**src/rtl/grf_writeback_sink_if.sv**
```systemverilog
// Writeback / register-read / commit-trace bundle for grf_writeback_sink.
//   master: W stage + D stage + trace consumer side (drives writeback, read
//           addresses and trace_ready; receives read data and trace head).
//   slave : the register file itself.
// Signals:
//   RegWrite_W, WriteReg_W, Result_W, PC_W : W-stage writeback bundle
//   RA1/RA2 -> RD1/RD2                     : combinational D-stage read ports
//   trace_valid/trace_ready                : trace FIFO handshake
//   trace_pc/trace_reg/trace_data          : trace FIFO head entry
//   trace_count, trace_overflow            : FIFO occupancy, sticky drop flag
interface grf_writeback_sink_if #(
    parameter int unsigned TRACE_AW = 2
);
    logic                RegWrite_W;
    logic [4:0]          WriteReg_W;
    logic [31:0]         Result_W;
    logic [31:0]         PC_W;
    logic [4:0]          RA1;
    logic [4:0]          RA2;
    logic [31:0]         RD1;
    logic [31:0]         RD2;
    logic                trace_valid;
    logic                trace_ready;
    logic [31:0]         trace_pc;
    logic [4:0]          trace_reg;
    logic [31:0]         trace_data;
    logic [TRACE_AW:0]   trace_count;
    logic                trace_overflow;

    modport master (
        output RegWrite_W, WriteReg_W, Result_W, PC_W, RA1, RA2, trace_ready,
        input  RD1, RD2, trace_valid, trace_pc, trace_reg, trace_data,
               trace_count, trace_overflow
    );

    modport slave (
        input  RegWrite_W, WriteReg_W, Result_W, PC_W, RA1, RA2, trace_ready,
        output RD1, RD2, trace_valid, trace_pc, trace_reg, trace_data,
               trace_count, trace_overflow
    );
endinterface

```
**src/rtl/grf_writeback_sink.sv**
```systemverilog
// General register file terminating the W-stage writeback of the MIPS pipeline.
// Commits W-stage results into a 32x32 array ($0 hard-wired to zero), serves
// two combinational read ports with same-cycle W->D bypass, and queues every
// committed write in a small trace FIFO drained over a valid/ready port.
// Ports:
//   clk   : rising-edge clock
//   reset : asynchronous active-high reset, clears all state
//   wb    : grf_writeback_sink_if.slave (writeback, read ports, trace port)
module grf_writeback_sink #(
    parameter int unsigned TRACE_DEPTH = 4,
    parameter int unsigned TRACE_AW    = 2
) (
    input  logic                  clk,
    input  logic                  reset,
    grf_writeback_sink_if.slave   wb
);

    localparam logic [TRACE_AW:0] FULL_COUNT = (TRACE_AW + 1)'(TRACE_DEPTH);

    logic [31:0]         regs [32];
    logic [31:0]         fifo_pc   [TRACE_DEPTH];
    logic [4:0]          fifo_reg  [TRACE_DEPTH];
    logic [31:0]         fifo_data [TRACE_DEPTH];
    logic [TRACE_AW-1:0] wr_ptr;
    logic [TRACE_AW-1:0] rd_ptr;
    logic [TRACE_AW:0]   count;
    logic                overflow;

    logic commit;
    logic full;
    logic not_empty;
    logic do_pop;
    logic do_push;
    logic drop;

    assign commit    = wb.RegWrite_W && (wb.WriteReg_W != 5'd0);
    assign full      = (count == FULL_COUNT);
    assign not_empty = (count != '0);
    assign do_pop    = not_empty && wb.trace_ready;
    // A pop in the same cycle frees a slot, so a full FIFO still accepts the push.
    assign do_push   = commit && (!full || do_pop);
    assign drop      = commit && full && !do_pop;

    // Register array; entry 0 is never written and never read.
    always_ff @(posedge clk or posedge reset) begin
        if (reset) begin
            for (int unsigned i = 0; i < 32; i++) begin
                regs[i] <= '0;
            end
        end else if (commit) begin
            regs[wb.WriteReg_W] <= wb.Result_W;
        end
    end

    // Read ports with W->D bypass so the D stage never sees the write latency.
    always_comb begin
        if (wb.RA1 == 5'd0) begin
            wb.RD1 = '0;
        end else if (commit && (wb.WriteReg_W == wb.RA1)) begin
            wb.RD1 = wb.Result_W;
        end else begin
            wb.RD1 = regs[wb.RA1];
        end
    end

    always_comb begin
        if (wb.RA2 == 5'd0) begin
            wb.RD2 = '0;
        end else if (commit && (wb.WriteReg_W == wb.RA2)) begin
            wb.RD2 = wb.Result_W;
        end else begin
            wb.RD2 = regs[wb.RA2];
        end
    end

    // Trace storage needs no reset: the count alone decides what is valid.
    always_ff @(posedge clk) begin
        if (do_push) begin
            fifo_pc[wr_ptr]   <= wb.PC_W;
            fifo_reg[wr_ptr]  <= wb.WriteReg_W;
            fifo_data[wr_ptr] <= wb.Result_W;
        end
    end

    // Pointers wrap naturally since TRACE_DEPTH is a power of two.
    always_ff @(posedge clk or posedge reset) begin
        if (reset) begin
            wr_ptr   <= '0;
            rd_ptr   <= '0;
            count    <= '0;
            overflow <= 1'b0;
        end else begin
            if (do_push) begin
                wr_ptr <= wr_ptr + 1'b1;
            end
            if (do_pop) begin
                rd_ptr <= rd_ptr + 1'b1;
            end
            case ({do_push, do_pop})
                2'b10:   count <= count + 1'b1;
                2'b01:   count <= count - 1'b1;
                default: count <= count;
            endcase
            if (drop) begin
                overflow <= 1'b1;
            end
        end
    end

    assign wb.trace_valid    = not_empty;
    assign wb.trace_count    = count;
    assign wb.trace_overflow = overflow;
    assign wb.trace_pc       = not_empty ? fifo_pc[rd_ptr]   : '0;
    assign wb.trace_reg      = not_empty ? fifo_reg[rd_ptr]  : '0;
    assign wb.trace_data     = not_empty ? fifo_data[rd_ptr] : '0;

endmodule

```
**src/flat_wrapper.sv**
```systemverilog
// flat-port wrapper written by rule: the top's interface ports become plain ports
module grf_writeback_sink_flat 
#(
    parameter int unsigned TRACE_DEPTH = 4,
    parameter int unsigned TRACE_AW    = 2
)
  (clk, reset, wb_RegWrite_W, wb_WriteReg_W, wb_Result_W, wb_PC_W, wb_RA1, wb_RA2, wb_trace_ready, wb_RD1, wb_RD2, wb_trace_valid, wb_trace_pc, wb_trace_reg, wb_trace_data, wb_trace_count, wb_trace_overflow);
  grf_writeback_sink_if #(.TRACE_AW(TRACE_AW)) wb_i ();
  input  logic clk;
  input  logic reset;
  input wire logic [$bits(wb_i.RegWrite_W)-1:0] wb_RegWrite_W;
  input wire logic [$bits(wb_i.WriteReg_W)-1:0] wb_WriteReg_W;
  input wire logic [$bits(wb_i.Result_W)-1:0] wb_Result_W;
  input wire logic [$bits(wb_i.PC_W)-1:0] wb_PC_W;
  input wire logic [$bits(wb_i.RA1)-1:0] wb_RA1;
  input wire logic [$bits(wb_i.RA2)-1:0] wb_RA2;
  input wire logic [$bits(wb_i.trace_ready)-1:0] wb_trace_ready;
  output wire logic [$bits(wb_i.RD1)-1:0] wb_RD1;
  output wire logic [$bits(wb_i.RD2)-1:0] wb_RD2;
  output wire logic [$bits(wb_i.trace_valid)-1:0] wb_trace_valid;
  output wire logic [$bits(wb_i.trace_pc)-1:0] wb_trace_pc;
  output wire logic [$bits(wb_i.trace_reg)-1:0] wb_trace_reg;
  output wire logic [$bits(wb_i.trace_data)-1:0] wb_trace_data;
  output wire logic [$bits(wb_i.trace_count)-1:0] wb_trace_count;
  output wire logic [$bits(wb_i.trace_overflow)-1:0] wb_trace_overflow;
  assign wb_i.RegWrite_W = wb_RegWrite_W;
  assign wb_i.WriteReg_W = wb_WriteReg_W;
  assign wb_i.Result_W = wb_Result_W;
  assign wb_i.PC_W = wb_PC_W;
  assign wb_i.RA1 = wb_RA1;
  assign wb_i.RA2 = wb_RA2;
  assign wb_i.trace_ready = wb_trace_ready;
  assign wb_RD1 = wb_i.RD1;
  assign wb_RD2 = wb_i.RD2;
  assign wb_trace_valid = wb_i.trace_valid;
  assign wb_trace_pc = wb_i.trace_pc;
  assign wb_trace_reg = wb_i.trace_reg;
  assign wb_trace_data = wb_i.trace_data;
  assign wb_trace_count = wb_i.trace_count;
  assign wb_trace_overflow = wb_i.trace_overflow;
  grf_writeback_sink #(.TRACE_DEPTH(TRACE_DEPTH), .TRACE_AW(TRACE_AW)) u_core (.clk(clk), .reset(reset), .wb(wb_i));
endmodule
```
**config.mk**
```make
export PLATFORM = sky130hd
export DESIGN_NAME = grf_writeback_sink_flat
export DESIGN_NICKNAME = d
export VERILOG_FILES = /design/src/rtl/grf_writeback_sink_if.sv /design/src/rtl/grf_writeback_sink.sv /design/src/flat_wrapper.sv
export SDC_FILE = /design/constraint.sdc
export NUM_CORES = 2
export LEC_CHECK = 0
export BUFFER_PORTS_ARGS = -buffer_cell sky130_fd_sc_hd__buf_2
export CAP_MARGIN = 5
export CORE_MARGIN = 8
export CORE_UTILIZATION = 40
export CTS_BUF_LIST = sky130_fd_sc_hd__clkbuf_2 sky130_fd_sc_hd__clkbuf_4 sky130_fd_sc_hd__clkbuf_8
export DETAILED_ROUTE_END_ITERATION = 10
export SYNTH_ARGS = -nofsm -noshare
export SYNTH_HDL_FRONTEND = slang
export SYNTH_SLANG_ARGS = --single-unit
```
**constraint.sdc**
```tcl
create_clock -name clk -period 75.8 [get_ports clk]
set_input_delay 7.58 -clock clk [delete_from_list [all_inputs] [get_ports clk]]
set_output_delay 7.58 -clock clk [all_outputs]
set_load 0.1 [all_outputs]
```
Word level (Yosys, flattened, before mapping) --
Memories as Yosys holds them, arrays and structs flattened. Cells that the tools add are included.
Word-level totals: register bits 1032, bits in writable memories 276, bits of input ports 83, output and inout port bits 138, logic and storage cells 90, memories kept 3
Memory list:
- u_core.fifo_data | words 4, width 32, read ports 1, clocked after memory_dff 0, wr ports 1, line grf_writeback_sink.sv:23 | logic [31:0] fifo_data [TRACE_DEPTH];
- u_core.fifo_pc | words 4, width 32, read ports 1, clocked after memory_dff 0, wr ports 1, line grf_writeback_sink.sv:21 | logic [31:0] fifo_pc [TRACE_DEPTH];
- u_core.fifo_reg | words 4, width 5, read ports 1, clocked after memory_dff 0, wr ports 1, line grf_writeback_sink.sv:22 | logic [4:0] fifo_reg [TRACE_DEPTH];
Operators by class: $add $sub $neg 4, magnitude comparators 4, equality and inequality tests 5, muxes and demuxes 19, bitwise logic cells 3, reductions and logical operators 16
Operators with widths (count):
- bitwise mux 1024 bit | 1
- 2-to-1 mux 32 bit | 11
- binary-select mux 32 bit (select 5 bit) | 2
- demux 32 bit (select 5 bit) | 1
- >= comparator 6 bit, second input constant | 3
- inverter 5 -> 6 bit | 3
- equality test 5 bit | 2
- logical NOT 5 bit | 2
- logical AND 1 bit | 8
- less-than comparator 6 x 1 -> 1 bit, second input constant | 1
- case mux 3 bit (2 select lines) | 1
- 2-to-1 mux 5 bit | 1
- nonzero test 5 bit | 1
- adder 2 x 1 -> 2 bit, second input constant | 2
- adder 3 x 1 -> 3 bit, second input constant | 1
- equality test 3 bit, second input constant | 1
- nonzero test 3 bit | 1
- subtractor 3 x 1 -> 3 bit, second input constant | 1
- equality test 2 x 1 -> 1 bit, second input constant | 1
- equality test 2 bit, second input constant | 1
- logical NOT 1 bit | 2
- 2-to-1 mux 1 bit | 2
- nonzero test 2 bit | 1
- logical OR 1 bit | 1

Longest topological paths before layout --
word-level depth 6, mapped depth 11, gate-level depth less buffers 8

Worst setup path after synthesis --
Ideal clock, no wire load.
path kind input to output, start input wb_RA1[0], end output wb_RD1[20], arrival time 11087 ps, data required time 68220 ps, slack 57133 ps, cell stages on the path 9, buffers on the path 4, cell sequence buf_6 buf_6 buf_12 buf_6 mux2i_1 a221oi_1 o21a_1 a21oi_1 o311ai_1
On the way: longest elaborated chain between the ends 6, elaborated cells between the ends (all ways) 9, those cells by class eq/ne: 1; mux: 5; bitwise: 1; reduce/logical: 2
Ends and longest elaborated chain:
- start: declaration | line flat_wrapper.sv:15 | input wire logic [$bits(wb_i.RA1)-1:0] wb_RA1;
- inverter 5 -> 6 bit (implied by the code) | line grf_writeback_sink.sv:62 | wb.RD1 = regs[wb.RA1];
- binary-select mux 32 bit (select 5 bit) | line grf_writeback_sink.sv:62
- 2-to-1 mux 32 bit (implied by the code) (2 in a row) | line grf_writeback_sink.sv:62
- 2-to-1 mux 32 bit | line grf_writeback_sink.sv:59 | end else if (commit && (wb.WriteReg_W == wb.RA1)) begin
- 2-to-1 mux 32 bit (*) | line grf_writeback_sink.sv:57 | if (wb.RA1 == 5'd0) begin
- end: declaration | line flat_wrapper.sv:18 | output wire logic [$bits(wb_i.RD1)-1:0] wb_RD1;
Mark *: on every way between the ends. The rest lies on a longest branch, timed or not. The select of a mux whose other input is x is not followed.

Worst setup path in the final report --
start input wb_RA1[0], end output wb_RD1[18]
Same word-level chain as after synthesis.

==> impl_metrics.sql <==
INSERT INTO impl_metrics (metric_group, metric, value, unit) VALUES
('outcome', 'status', 'finished clean', ''),
('power', 'max-vdd-ir-drop', '29.4', 'uV'),
('die', 'floorplan.die.height', '424', 'um'),
('cells_and_area', 'finalNetCount', '4593', ''),
('yosys', 'post_synth_mux_area_share', '36.8', '%'),
('cells_and_area', 'reg_top3', 'u_core.regs (1024), u_core.fifo_data (128), u_core.fifo_pc (128)', ''),
('route', 'drtPass1Iterations', '6', ''),
('critical_path', 'path_max_fanout', '104', ''),
('yosys', 'syn_area', '66500', 'sq um'),
('yosys', 'post_synth_main_area_contributors', 'sky130_fd_sc_hd__dfrtp_1, sky130_fd_sc_hd__mux4_2, sky130_fd_sc_hd__mux2_2', ''),
('yosys', 'ys_seq_area_share', '51.3', '%'),
('yosys', 'synth_enable_flop_cells', '276', ''),
('placement', 'gp_routability_congestion', '0.826', ''),
('job', 'max_cap_viol_count', '0', ''),
('power', 'power.static_leakage', '0.0311', 'uW'),
('cts', 'numCtsBuffers', '211', ''),
('yosys', 'post_synth_inst_count', '4424', ''),
('yosys', 'synth_seq_cells', '1308', ''),
('critical_path', 'cp.buffers_inverters', '4', ''),
('cells_and_area', 'fraction_of_layout_cells_with_a_size_suffix_above_1', '42.1', '%'),
('cts', 'ctsHtreeMaxLevel', '4', ''),
('global_route', 'grt_antenna_before_repair', '9', ''),
('cts', 'cts-resized-gates', '0', ''),
('global_route', 'grt_util_all_layers', '24.7', '%'),
('cells_and_area', 'layout-area-overhead-vs-synth', '11.1', '%'),
('cts', 'cts_hold_buffers', '0', ''),
('yosys', 'postSynth.topFlopCell', 'sky130_fd_sc_hd__dfrtp_1', ''),
('global_route', 'grt.overflow.total', '0', ''),
('cts', 'tritoncts_clock_tree', 'built', ''),
('cells_and_area', 'regMostFlops', 'u_core.regs', ''),
('power', 'power_report.internal_total', '1480', 'uW'),
('cells_and_area', 'fillers', '14800', ''),
('critical_path', 'timing.critical_path.max_delay_family', 'buffers and inverters', ''),
('die', 'dieWidth', '424', 'um'),
('power', 'power.switching', '875', 'uW'),
('die', 'floorplan.io_pins', '221', ''),
('sta', 'final-hold-violation-count', '0', ''),
('die', 'floorplan_die_area', '179000', 'sq um'),
('yosys', 'synth_adder_area_share', '0.105', '%'),
('yosys', 'async_reset_ff_share', '78.9', '%'),
('critical_path', 'critPathLaunchType', 'input port', ''),
('placement', 'dp.cells', '6481', ''),
('critical_path', 'timing.critical_path.cells', 'buf_8 -> buf_4 -> buf_12 -> mux4_2 -> mux2i_1 -> a2111oi_1 -> nor3_1 -> nor3_1 -> buf_2', ''),
('global_route', 'first_pass_grt_wire_length', '325000', 'um'),
('cts', 'worstSkewPairLatency', '0.99', 'ns'),
('critical_path', 'cp_data_arrival_time', '11.80', 'ns'),
('yosys', 'synth_top_family_by_area', 'multiplexers', ''),
('yosys', 'avgSynthCellArea', '15.0', 'sq um'),
('sta', 'rsz_0062_raised_after_global_routing', 'no', ''),
('cts', 'post_cts_buffers', '0', ''),
('die', 'start_util', '40.3', '%'),
('sta', 'worst_slew_margin_rel', '24.2', '%'),
('die', 'rows', '149', ''),
('yosys', 'share_of_the_synthesized_area_in_compound_gates_ao_oa_aoi_oai', '4.59', '%'),
('sta', 'post-route-period-util', '25.6', '%'),
('yosys', 'simple_gate_share_of_the_synthesized_area', '3.27', '%'),
('yosys', 'yosys.area.top_type', 'sky130_fd_sc_hd__dfrtp_1', ''),
('critical_path', 'path_class', 'input port to primary output', ''),
('yosys', 'synth-xor-area-share', '0.198', '%'),
('critical_path', 'critPathRequiredTime', '68.22', 'ns'),
('power', 'power.share.sequential', '40.2', '%'),
('cells_and_area', 'max_reg_flops', '1024', ''),
('placement', 'place.detailed.hpwl', '129000', 'um'),
('die', 'core_area', '165000', 'sq um'),
('sta', 'finalSetupViolCount', '0', ''),
('sta', 'timing.final.crit_period', '19.38', 'ns'),
('critical_path', 'timing.critical_path.slowest_stage_cell', 'sky130_fd_sc_hd__buf_4', ''),
('yosys', 'yosysUniqueCellTypes', '71', ''),
('hold_path', 'worst_min_delay_path_class', 'flop to flop', ''),
('sta', 'clock.fmax', '51.6', 'MHz'),
('cts', 'clk_sink_count', '1308', '');
## path summary, 6_finish.rpt
check                                    startpoint                 endpoint  slack (ns)  cells after the start
setup / recovery                          wb_RA1[0]               wb_RD1[18]       56.42                      9
hold / removal                    u_core.regs[1008]        u_core.regs[1008]        0.39                      0
setup reg to reg           u_core.wb.trace_count[2]  u_core.fifo_data[2][24]       73.09                      4
hold reg to reg                   u_core.regs[1008]        u_core.regs[1008]        0.39                      0
max in group asynchronous                     reset         u_core.rd_ptr[0]       65.02                      6
min in group asynchronous                     reset         u_core.regs[209]        6.70                      2
## worst register-to-register path: stages (launching register included)
cell	delay, ns
sky130_fd_sc_hd__dfrtp_1	0.46
sky130_fd_sc_hd__nor4b_1	0.21
sky130_fd_sc_hd__nor2_1	0.37
sky130_fd_sc_hd__and2_4	0.41
sky130_fd_sc_hd__buf_4	0.76
## logic make-up (layout without fill, tap and decap cells)
kind of cell,count (synthesis),after routing
mux,1750,1750
flops,1308,1308
buf+inv,486,743
simple gates,432,432
compound gates,428,428
xor+xnor,15,15
fa+ha+maj,5,5
other cells,0,11
## cells in the mapped netlist (5+ instances only)
cell type,n
sky130_fd_sc_hd__dfrtp_1,1032
sky130_fd_sc_hd__mux2_2,748
sky130_fd_sc_hd__mux4_2,453
sky130_fd_sc_hd__mux2_1,291
sky130_fd_sc_hd__edfxtp_1,276
sky130_fd_sc_hd__mux2i_1,258
sky130_fd_sc_hd__clkbuf_1,209
sky130_fd_sc_hd__buf_2,124
sky130_fd_sc_hd__nor2_1,123
sky130_fd_sc_hd__and2_1,79
sky130_fd_sc_hd__o22ai_1,72
sky130_fd_sc_hd__nand2_1,68
sky130_fd_sc_hd__nor3_1,67
sky130_fd_sc_hd__a221oi_1,61
sky130_fd_sc_hd__buf_1,59
sky130_fd_sc_hd__a21oi_1,50
sky130_fd_sc_hd__a22oi_1,46
sky130_fd_sc_hd__buf_4,46
sky130_fd_sc_hd__o21ai_0,36
sky130_fd_sc_hd__o21ai_1,31
sky130_fd_sc_hd__nand3_1,24
sky130_fd_sc_hd__o211ai_1,21
sky130_fd_sc_hd__buf_6,18
sky130_fd_sc_hd__a211o_1,16
sky130_fd_sc_hd__a221o_1,16
sky130_fd_sc_hd__inv_1,15
sky130_fd_sc_hd__a22o_1,14
sky130_fd_sc_hd__a211oi_1,13
sky130_fd_sc_hd__nor4_1,13
sky130_fd_sc_hd__nand2b_1,12
sky130_fd_sc_hd__nor2b_1,12
sky130_fd_sc_hd__o221ai_1,10
sky130_fd_sc_hd__xor2_1,8
sky130_fd_sc_hd__xnor2_1,7
sky130_fd_sc_hd__buf_8,6
sky130_fd_sc_hd__a2111oi_0,5
sky130_fd_sc_hd__a2111oi_1,5
sky130_fd_sc_hd__a311oi_1,5
sky130_fd_sc_hd__a31oi_1,5
sky130_fd_sc_hd__buf_12,5
sky130_fd_sc_hd__nand3b_1,5
## cell usage in the layout (no fill, tap or decap), drive strengths merged, types with 5 or more instances in the layout
master | Yosys | final
o211ai | 21 | 21
nor3 | 69 | 69
a22oi | 46 | 46
o22ai | 72 | 72
a211o | 16 | 16
inv | 17 | 29
bufinv | 0 | 8
mux2 | 1039 | 1039
xnor2 | 7 | 7
a22o | 14 | 14
buf | 258 | 334
mux4 | 453 | 453
a31oi | 5 | 5
nand3 | 24 | 24
nand2b | 12 | 12
a2111oi | 10 | 10
o21ai | 67 | 67
diode | 0 | 11
and2 | 79 | 79
a311oi | 5 | 5
nand3b | 5 | 5
a211oi | 13 | 13
clkbuf | 209 | 321
xor2 | 8 | 8
a21oi | 50 | 50
or2 | 5 | 5
mux2i | 258 | 258
edfxtp | 276 | 276
nor2b | 12 | 12
nand2 | 68 | 68
dfrtp | 1032 | 1032
nor2 | 123 | 123
nor4 | 14 | 14
a221oi | 61 | 61
o221ai | 10 | 10
nor3b | 5 | 5
a221o | 16 | 16
clkinv | 2 | 50
## stage by stage
stage	instance area, sq um	worst slack, ns	utilization [%]	hold WS, ns	total power, uW
after floorplan	66500	39.18	-	0.438	1540
after global placement	69200	56.23	41.9	0.377	1690
after detailed placement	69200	56.36	41.9	0.380	1700
after CTS	73800	56.35	44.7	0.393	2370
after global routing	73800	56.24	44.7	0.409	2450
final	73800	56.42	44.7	0.392	2360
## final cells by class
type	count	area (sq um)	area share (%)
Multi-Input combinational cell	2630	30100	40.8
Clock inverter	69	626	0.847
Sequential cell	1308	34100	46.2
Antenna cell	11	27.5	0.0373
Inverter	19	78.8	0.107
Clock buffer	320	4010	5.43
Tap cell	2189	2740	3.71
Timing Repair Buffer	335	2100	2.85
## power groups by stage
stage | registers, uW | clock network, uW | logic [uW]
2_1_floorplan | 934 | 0 | 605
3_3_place_gp | 953 | 0 | 738
3_5_place_dp | 959 | 0 | 745
4_1_cts | 946 | 680 | 746
5_1_grt | 966 | 709 | 777
6_report | 949 | 667 | 741
## routing by layer
layer | part of all wire [%] | track usage (%)
met1 | 41 | 33.5
met2 | 46 | 38.7
met3 | 8.2 | 5.16
met4 | 4.4 | 10.2
met5 | 0.0058 | 0
Power figures use the tool's default switching activity.
